<file path="src/rtl/einstein_int_pkg.sv">
// Shared types and sizes for the Einstein Z80 mode-2 interrupt controller.
// Optional feature macro used by the controller: INTC_NESTING_EN.
package einstein_int_pkg;

    localparam int NUM_IRQ = 8;
    localparam int IDX_W   = 3;

    typedef enum logic [1:0] {
        IDLE = 2'd0,
        REQ  = 2'd1,
        ACK  = 2'd2
    } state_e;

endpackage

</file>
<file path="src/rtl/intc_prio_enc.sv">
// Combinational lowest-index-wins priority encoder with a valid flag.
module intc_prio_enc
    import einstein_int_pkg::*;
(
    input  logic [NUM_IRQ-1:0] req,
    output logic [IDX_W-1:0]   idx,
    output logic               valid
);

    always_comb begin
        idx   = '0;
        valid = 1'b0;
        // Scan downwards so the lowest set index is the last one written.
        for (int i = NUM_IRQ - 1; i >= 0; i--) begin
            if (req[i]) begin
                idx   = IDX_W'(i);
                valid = 1'b1;
            end
        end
    end

endmodule

</file>
<file path="src/rtl/einstein_int_ctrl.sv">
// Eight-source Z80 mode-2 interrupt controller: edge latch, mask, priority, vector, in-service tracking.
// Define INTC_NESTING_EN to let a higher-priority source interrupt a lower one already in service.
module einstein_int_ctrl
    import einstein_int_pkg::*;
#(
    parameter logic [7:0] VECTOR_BASE  = 8'h00,
    parameter logic [7:0] SPURIOUS_VEC = 8'hFE
) (
    input  logic               clk_sys,
    input  logic               reset,
    input  logic [NUM_IRQ-1:0] irq_n,
    input  logic [NUM_IRQ-1:0] mask,
    input  logic               m1_n,
    input  logic               iorq_n,
    input  logic               reti,
    output logic               int_n,
    output logic [7:0]         vector_out,
    output logic               vector_oe,
    output logic [NUM_IRQ-1:0] ipend,
    output logic [NUM_IRQ-1:0] isr,
    output logic [1:0]         state_dbg
);

    // Handshake: the CPU acknowledges by holding M1 and IORQ low together; the vector
    // is latched on the first such cycle and vector_oe stays high until either rises.

    state_e             state_q, state_d;
    logic [NUM_IRQ-1:0] irq_q, irq_d;
    logic [NUM_IRQ-1:0] pending_q, pending_d;
    logic [NUM_IRQ-1:0] isr_q, isr_d;
    logic               int_n_q, int_n_d;
    logic [7:0]         vector_out_q, vector_out_d;
    logic               vector_oe_q, vector_oe_d;
    logic               ack_q, ack_d;

    logic               ack;
    logic               ack_rise;
    logic [NUM_IRQ-1:0] edges;
    logic [NUM_IRQ-1:0] above;
    logic [NUM_IRQ-1:0] elig;
    logic [IDX_W-1:0]   win_idx;
    logic               win_valid;
    logic [IDX_W-1:0]   isr_idx;
    logic               isr_valid;
    logic [NUM_IRQ-1:0] isr_set;
    logic [NUM_IRQ-1:0] pend_clr;
    logic [NUM_IRQ-1:0] reti_clr;

    assign ack      = !m1_n && !iorq_n;
    assign ack_rise = ack && !ack_q;
    assign ack_d    = ack;
    assign irq_d    = irq_n;
    assign edges    = irq_q & ~irq_n;

    intc_prio_enc u_win_enc (
        .req   (elig),
        .idx   (win_idx),
        .valid (win_valid)
    );

    intc_prio_enc u_isr_enc (
        .req   (isr_q),
        .idx   (isr_idx),
        .valid (isr_valid)
    );

    always_comb begin
        above = '1;
        if (isr_valid) begin
`ifdef INTC_NESTING_EN
            above = (NUM_IRQ'(1) << isr_idx) - NUM_IRQ'(1);
`else
            above = '0;
`endif
        end
    end

    assign elig     = pending_q & mask & above;
    assign reti_clr = (reti && isr_valid) ? (NUM_IRQ'(1) << isr_idx) : '0;

    always_comb begin
        state_d      = state_q;
        int_n_d      = 1'b1;
        vector_out_d = vector_out_q;
        vector_oe_d  = 1'b0;
        isr_set      = '0;
        pend_clr     = '0;
        unique case (state_q)
            IDLE, REQ: begin
                if (ack_rise) begin
                    state_d     = ACK;
                    vector_oe_d = 1'b1;
                    if (win_valid) begin
                        vector_out_d      = VECTOR_BASE | {4'b0000, win_idx, 1'b0};
                        isr_set[win_idx]  = 1'b1;
                        pend_clr[win_idx] = 1'b1;
                    end else begin
                        vector_out_d = SPURIOUS_VEC;
                    end
                end else if (elig != '0) begin
                    state_d = REQ;
                    int_n_d = 1'b0;
                end else begin
                    state_d = IDLE;
                end
            end
            ACK: begin
                if (ack) begin
                    vector_oe_d = 1'b1;
                end else begin
                    state_d = IDLE;
                end
            end
            default: state_d = IDLE;
        endcase
        // RETI clears before the new in-service bit lands; a fresh edge beats the ack clear.
        isr_d     = (isr_q & ~reti_clr) | isr_set;
        pending_d = (pending_q & ~pend_clr) | edges;
    end

    always_ff @(posedge clk_sys) begin
        if (reset) begin
            state_q      <= IDLE;
            irq_q        <= '1;
            pending_q    <= '0;
            isr_q        <= '0;
            int_n_q      <= 1'b1;
            vector_out_q <= 8'h00;
            vector_oe_q  <= 1'b0;
            ack_q        <= 1'b0;
        end else begin
            state_q      <= state_d;
            irq_q        <= irq_d;
            pending_q    <= pending_d;
            isr_q        <= isr_d;
            int_n_q      <= int_n_d;
            vector_out_q <= vector_out_d;
            vector_oe_q  <= vector_oe_d;
            ack_q        <= ack_d;
        end
    end

    assign int_n      = int_n_q;
    assign vector_out = vector_out_q;
    assign vector_oe  = vector_oe_q;
    assign ipend      = pending_q;
    assign isr        = isr_q;
    assign state_dbg  = state_q;

endmodule
</file>
<file path="config.mk">
export PLATFORM = sky130hd
export DESIGN_NAME = einstein_int_ctrl
export DESIGN_NICKNAME = d
export VERILOG_FILES = /design/src/rtl/einstein_int_pkg.sv /design/src/rtl/intc_prio_enc.sv /design/src/rtl/einstein_int_ctrl.sv
export SDC_FILE = /design/constraint.sdc
export NUM_CORES = 1
export LEC_CHECK = 0
export ABC_AREA = 1
export BUFFER_PORTS_ARGS = -buffer_cell sky130_fd_sc_hd__clkbuf_2
export CAP_MARGIN = 0
export CORE_MARGIN = 1
export CORE_UTILIZATION = 39
export DETAILED_ROUTE_END_ITERATION = 12
export PLACE_DENSITY = 0.6
export SLEW_MARGIN = 20
export SYNTH_ARGS = -nofsm -noshare
export SYNTH_HDL_FRONTEND = slang
export SYNTH_SLANG_ARGS = --single-unit
</file>
<file path="constraint.sdc">
create_clock -name clk_sys -period 2.25 [get_ports clk_sys]
set_clock_uncertainty 0.15 [all_clocks]
set_input_delay 0.1125 -clock clk_sys [delete_from_list [all_inputs] [get_ports clk_sys]]
set_output_delay 0.1125 -clock clk_sys [all_outputs]
set_load 0.05 [all_outputs]
</file>
Yosys cells after proc, flatten, opt, wreduce, memory -nomap -nowiden
Index checks and enable logic that the tools add are counted.
W data, S select, Z words.
{"block": "op_classes", "magnitude_cmp": 2, "n_eq_ne": 3, "shifts": 1, "muxes": 48, "bitwise_logic": 11, "reduce_logical": 12}
{"cell": "$mux W3", "count": 16}
{"cell": "$mux W8", "count": 6}
{"cell": "$and A8 B8 Y8", "count": 5}
{"cell": "$not A8 Y8", "count": 3}
{"cell": "$mux W1", "count": 21}
{"cell": "$or A8 B8 Y8", "count": 2}
{"cell": "$reduce_bool A8 Y1", "count": 1}
{"cell": "$shl A1 B3 Y8 const A", "count": 1}
{"cell": "$logic_and A1 B1 Y1", "count": 4}
{"cell": "$lt A3 B4 Y1 const B", "count": 1}
{"cell": "$mux W2", "count": 2}
{"cell": "$pmux W2 S2", "count": 1}
{"cell": "$demux W1 S3", "count": 1}
{"cell": "$ge A3 B1 Y1 const B", "count": 1}
{"cell": "$logic_not A1 Y1", "count": 3}
{"cell": "$reduce_or A3 Y1", "count": 1}
{"cell": "$eq A2 B1 Y1 const B", "count": 1}
{"cell": "$eq A2 B2 Y1 const B", "count": 1}
{"cell": "$logic_not A2 Y1", "count": 1}
{"cell": "$ne A2 B2 Y1 const B", "count": 1}
{"cell": "$pmux W1 S2", "count": 1}
{"cell": "$reduce_and A2 Y1", "count": 1}
{"cell": "$reduce_or A2 Y1", "count": 1}
{"cell": "$not A1 Y1", "count": 1}
{"block": "word_totals", "register_bits": 37, "input_bits": 21, "out_inout_bits": 28, "word_cells": 85}

Longest topological paths before layout
{"block": "logic_depth", "depth_word": 28, "mapped_depth": 12, "depth_no_buf": 12}

Cells and area by module
A second synthesis with hierarchy kept.
{"block": "hier_totals", "hier_cells": 238, "area_unflattened_um2": 1566.5}
{"mod": "einstein_int_ctrl", "instances": 1, "cells_per_inst": 194, "area_per_inst_um2": 1368.8, "seq_area_each_um2": 660.6}
{"mod": "intc_prio_enc", "instances": 2, "cells_per_inst": 22, "area_per_inst_um2": 98.8, "seq_area_each_um2": 0.0}

Worst setup path before layout
No wires, ideal clock.
{"block": "synth_path", "kind": "register to register", "from": "register isr_q[0] (netlist: isr[0])", "to": "register pending_q[1] (netlist: ipend[1])", "setup_ns": 0.122, "arrival_ns": 1.564, "required_ns": 1.978, "setup_slack_ns": 0.415, "stages_incl_launch_ff": 10, "n_path_buf": 0, "period_less_slack_ns": 1.835, "cell_sequence": "dfxtp_1 > nor2_2 > nand2_2 > nor2_2 > o21ai_1 > nand2_2 > nand2_4 > nand3_1 > nor2_2 > o21ai_0"}
{"block": "synth_via", "elab_chain_cells": 21, "word_cells_on_any_way": 30, "classes_between": "2 x order compare; 23 x mux; 4 x bitwise; 1 x reduce/logical"}
{"item": "start: declaration", "line_no": "einstein_int_ctrl.sv:30", "rtl": "logic [NUM_IRQ-1:0] isr_q, isr_d;"}
{"item": "start signal: assignment", "line_no": "einstein_int_ctrl.sv:135", "rtl": "isr_q <= isr_d;"}
{"item": "$mux W1 (*)", "line_no": "intc_prio_enc.sv:15", "rtl": "if (req[i]) begin"}
{"item": "$mux W8 (*)", "line_no": "einstein_int_ctrl.sv:69", "rtl": "if (isr_valid) begin"}
{"item": "$and A8 B8 Y8 (*)", "line_no": "einstein_int_ctrl.sv:78", "rtl": "assign elig = pending_q & mask & above;"}
{"item": "$mux W3 (8 in a row)", "line_no": "intc_prio_enc.sv:15"}
{"item": "$lt A3 B4 Y1 (not written as such) or $ge A3 B1 Y1 (tied branches)", "line_no": "einstein_int_ctrl.sv:96", "rtl": "pend_clr[win_idx] = 1'b1;"}
{"item": "$logic_and A1 B1 Y1 (not written as such)", "line_no": "einstein_int_ctrl.sv:96"}
{"item": "$mux W1 (not written as such)", "line_no": "einstein_int_ctrl.sv:96"}
{"item": "$demux W1 S3", "line_no": "einstein_int_ctrl.sv:96"}
{"item": "$mux W8 (*)", "line_no": "einstein_int_ctrl.sv:93", "rtl": "if (win_valid) begin"}
{"item": "$mux W8 (*)", "line_no": "einstein_int_ctrl.sv:90", "rtl": "if (ack_rise) begin"}
{"item": "$mux W8 (*)", "line_no": "einstein_int_ctrl.sv:88", "rtl": "unique case (state_q)"}
{"item": "$not A8 Y8 (*)", "line_no": "einstein_int_ctrl.sv:118", "rtl": "pending_d = (pending_q & ~pend_clr) | edges;"}
{"item": "$and A8 B8 Y8 (*)", "line_no": "einstein_int_ctrl.sv:118"}
{"item": "$or A8 B8 Y8 (*)", "line_no": "einstein_int_ctrl.sv:118"}
{"item": "end signal: assignment", "line_no": "einstein_int_ctrl.sv:134", "rtl": "pending_q <= pending_d;"}
{"item": "end: declaration", "line_no": "einstein_int_ctrl.sv:29", "rtl": "logic [NUM_IRQ-1:0] pending_q, pending_d;"}
Mark *: on every way between the ends. The rest lies on a longest branch, timed or not.
A chain may end at the register's enable or synchronous reset.

Worst setup path after layout
{"block": "layout_path", "from": "register isr_q[5] (netlist: isr[5])", "to": "register pending_q[2] (netlist: ipend[2])"}
{"block": "layout_via", "elab_chain_cells": 26, "word_cells_on_any_way": 35, "classes_between": "2 x order compare; 28 x mux; 4 x bitwise; 1 x reduce/logical"}
{"item": "$mux W1 (*) (6 in a row)", "line_no": "intc_prio_enc.sv:15"}
{"item": "$mux W8 (*)", "line_no": "einstein_int_ctrl.sv:69"}
{"item": "$and A8 B8 Y8 (*)", "line_no": "einstein_int_ctrl.sv:78"}
{"item": "$mux W3 (8 in a row)", "line_no": "intc_prio_enc.sv:15"}
{"item": "$lt A3 B4 Y1 (not written as such) or $ge A3 B1 Y1 (tied branches)", "line_no": "einstein_int_ctrl.sv:96"}
{"item": "$logic_and A1 B1 Y1 (not written as such)", "line_no": "einstein_int_ctrl.sv:96"}
{"item": "$mux W1 (not written as such)", "line_no": "einstein_int_ctrl.sv:96"}
{"item": "$demux W1 S3", "line_no": "einstein_int_ctrl.sv:96"}
{"item": "$mux W8 (*)", "line_no": "einstein_int_ctrl.sv:93"}
{"item": "$mux W8 (*)", "line_no": "einstein_int_ctrl.sv:90"}
{"item": "$mux W8 (*)", "line_no": "einstein_int_ctrl.sv:88"}
{"item": "$not A8 Y8 (*)", "line_no": "einstein_int_ctrl.sv:118"}
{"item": "$and A8 B8 Y8 (*)", "line_no": "einstein_int_ctrl.sv:118"}
{"item": "$or A8 B8 Y8 (*)", "line_no": "einstein_int_ctrl.sv:118"}
Marks and branches as above.

==> impl_metrics.tcl <==
set metrics [dict create \
    outcome "complete, no violations" \
    clk_transition_reported_paths_ns 0.07 \
    static-leakage-power_uw 0.00104 \
    syn-mean-instance-area_um2 7.43 \
    tritoncts "done" \
    setup_viol_count_final 0 \
    crit_type "flop to flop" \
    synth-edff-count 0 \
    rsz0062_at_grt "false" \
    yosys_most_used_dff "dfxtp_1" \
    detailedRoute.firstIterationViolations 33 \
    crit_start "isr[5]" \
    grt_first_pass_wirelength_mm 6.07 \
    avgViaCountPerCell 4.55 \
    detailroute.via_count 1466 \
    postSynth.asyncResetShare_pct 0 \
    flow.area_growth_from_synthesis_pct 28.0 \
    cts_made_buffers 5 \
    timing.critical_path.required_ns 2.27 \
    power.share.clock_pct 31.0 \
    detail_route.drc_violations 0 \
    worst_setup_path_start_kind "flop" \
    grt_remaining_overflow 0 \
    relSlewSlack_pct 55.2 \
    hold_violations 0 \
    synth.yosys.seq_area_share_pct 41.2 \
    gr-usage-all-layers_pct 18.0 \
    grt_max_degree 25 \
    mappedNetlistArea_um2 1610 \
    pre_cts_slack_ns 0.307 \
    end_kind "flop" \
    drive_above_1_share_pct 32.5 \
    timing.critical_path.arrival_ns 2.02 \
    postRouteWirelength_mm 3.34 \
    diodes 0 \
    power.share.combinational_pct 27.5 \
    postSynthCellCount 216 \
    ctsResizeCount 0 \
    wl_per_cell_um 10.4 \
    gp_congestion 0.826 \
    max_freq_ghz 0.501 \
    die_h_um 66.2 \
    post_layout_util_pct 54.1 \
    dieWidth_um 66.2 \
    cts.htree.levels 2 \
    grt_pass1_vias 1394 \
    final_critical_path_setup_slack_ns 0.254 \
    hold_class "input port to flop" \
    timing.rr.start "isr[5]" \
    io_pins 49 \
    maxCapViolCount 0 \
    r2r_slack_ns 0.25 \
    count_of_warnings_emitted_by_yosys 0 \
    dp_hpwl_mm 2.58 \
    finalCritPeriodShare_pct 88.7 \
    fin_crit_ns 2.00 \
    fp.dieArea_um2 4380 \
    io_buffer_count 47 \
    synth_fp_nets 237 \
    insertion_delay_ns 0.28 \
    cts_sinks 33 \
    root_buffer "clkbuf_8" \
    critical_path_peak_fanout 6 \
    power_spent_charging_and_discharging_nets_uw 545 \
    hold_start "reti" \
    peakVddDrop_uv 430 \
    actual_transition_at_the_worst_max_transition_pin_ns 0.671 \
    cts-root-to-sink-buffers 2 \
    yosysUniqueCellTypes 26 \
    drt_first_pass_iters 4 \
    row_count 22 \
    power.share.sequential_pct 41.5 \
    antenna_left 0 \
    internal-power_uw 1020 \
    timing.hold.ws_ns 0.0740 \
    initial_core_util_pct 42.3 \
    p_per_area_nw_per_um2 763 \
    core_area_um2 3800 \
    ys_ff_latch 33 \
    switching_share_of_power_pct 34.8 \
    number_of_nets_in_the_layout 294 \
    timing.setup.tns_ns 0 \
    slew_limit_fails 0 \
    antenna_violations_before_repair 0 \
]
-- cells in the final DEF, fill, tap and decap left out, types with 4 or more instances in the layout --
| cell | n |
|---|---|
| a21oi_1 | 9 |
| a21oi_2 | 5 |
| clkbuf_2 | 47 |
| clkbuf_8 | 7 |
| dfxtp_1 | 33 |
| dlygate4sd3_1 | 10 |
| inv_1 | 37 |
| nand2_1 | 54 |
| nand2_2 | 6 |
| nand2_4 | 4 |
| nand3_1 | 17 |
| nand3_2 | 5 |
| nand4_1 | 4 |
| nor2_1 | 7 |
| nor2_2 | 7 |
| nor2_4 | 4 |
| o21ai_0 | 8 |
-- per-stage QoR --
stage / area, µm² / cells / total power [µW]
after global placement: 1850 / 304 / 1080
after floorplan: 1610 / 216 / 1000
after CTS: 2050 / 322 / 1580
after detailed placement: 1850 / 304 / 1080
final: 2050 / 322 / 1570
after global routing: 2050 / 322 / 1650
-- metal layers --
metal | part of all wire [%] | up-vias | global-route usage, % | wire length, µm
met1 | 52 | 649 | 24.8 | 1740
met5 | 0 | - | 0 | 0
met3 | 4.1 | 4 | 4.14 | 138
li1 | - | 780 | - | -
met2 | 43 | 33 | 27.6 | 1430
met4 | 0.87 | 0 | 5.59 | 29
-- final timing paths --
kind                        end  cells past startpoint
hold reg to reg   vector_out[3]                      2
setup / recovery       ipend[2]                     10
hold / removal           isr[0]                      4
setup reg to reg       ipend[2]                     10
-- worst max-delay path: stages (launching register included) --
cell,delay [ns]
dfxtp_1,0.35
nor2_2,0.15
nand2_2,0.08
nor2_2,0.28
o21ai_1,0.25
nand2_2,0.15
nand2_4,0.08
nor2_4,0.14
nand2_1,0.10
nand3_1,0.09
nand2_1,0.07
-- state kept, by name, indices dropped and copies added, names as in the netlist --
signal	count
vector_oe	1
isr	8
ipend	8
ack_q	1
irq_q	8
state_dbg	2
vector_out	4
int_n	1
-- kinds of logic (layout without fill, tap and decap cells) --
| group | after synthesis | after routing | share of synthesized area [%] |
|---|---|---|---|
| AOI/OAI and AO/OA | 27 | 27 | 10.8 |
| buffers and inverters | 45 | 103 | 12.1 |
| DFF | 33 | 33 | 41.2 |
| other | 1 | 1 | 0.234 |
| and+or+nand+nor | 110 | 110 | 35.8 |
-- power groups by stage --
stage          combinational (µW)  sequential [µW]  clock [µW]
2_1_floorplan                 231              771           0
3_3_place_gp                  417              663           0
3_5_place_dp                  418              663           0
4_1_cts                       433              650         494
5_1_grt                       471              656         526
6_report                      431              650         485
-- cell type report --
type                       count  area, µm²
inverter                      37        139
clock inverter                 1       5.00
multi-input combinational    138        751
tap                           48       60.1
timing repair buffer          58        343
sequential                    33        661
fill                         394       1740
clock buffer                   7       96.3
-- repair_timing --
action,in CTS,in global routing
hold buffers,10,0
endpoints found under the setup margin,0,0
setup buffers,0,0
hold endpoints to repair,16,0
-- cells in the mapped netlist (2+ instances only) --
| cell | instances | area, µm² |
|---|---|---|
| dfxtp_1 | 33 | 661 |
| nand2_4 | 4 | 45.0 |
| nand3_2 | 5 | 50.1 |
| buf_2 | 2 | 10.0 |
| a21oi_1 | 9 | 45.0 |
| buf_4 | 4 | 30.0 |
| o21ai_0 | 8 | 40.0 |
| nand4_1 | 4 | 25.0 |
| a21oi_2 | 5 | 43.8 |
| nand2_2 | 6 | 37.5 |
| nand3_1 | 17 | 85.1 |
| nor2_4 | 4 | 45.0 |
| inv_1 | 37 | 139 |
| nor2_2 | 7 | 43.8 |
| nand2_1 | 54 | 203 |
| nor2_1 | 7 | 26.3 |
Note: power is estimated with default switching activity, not from simulation.
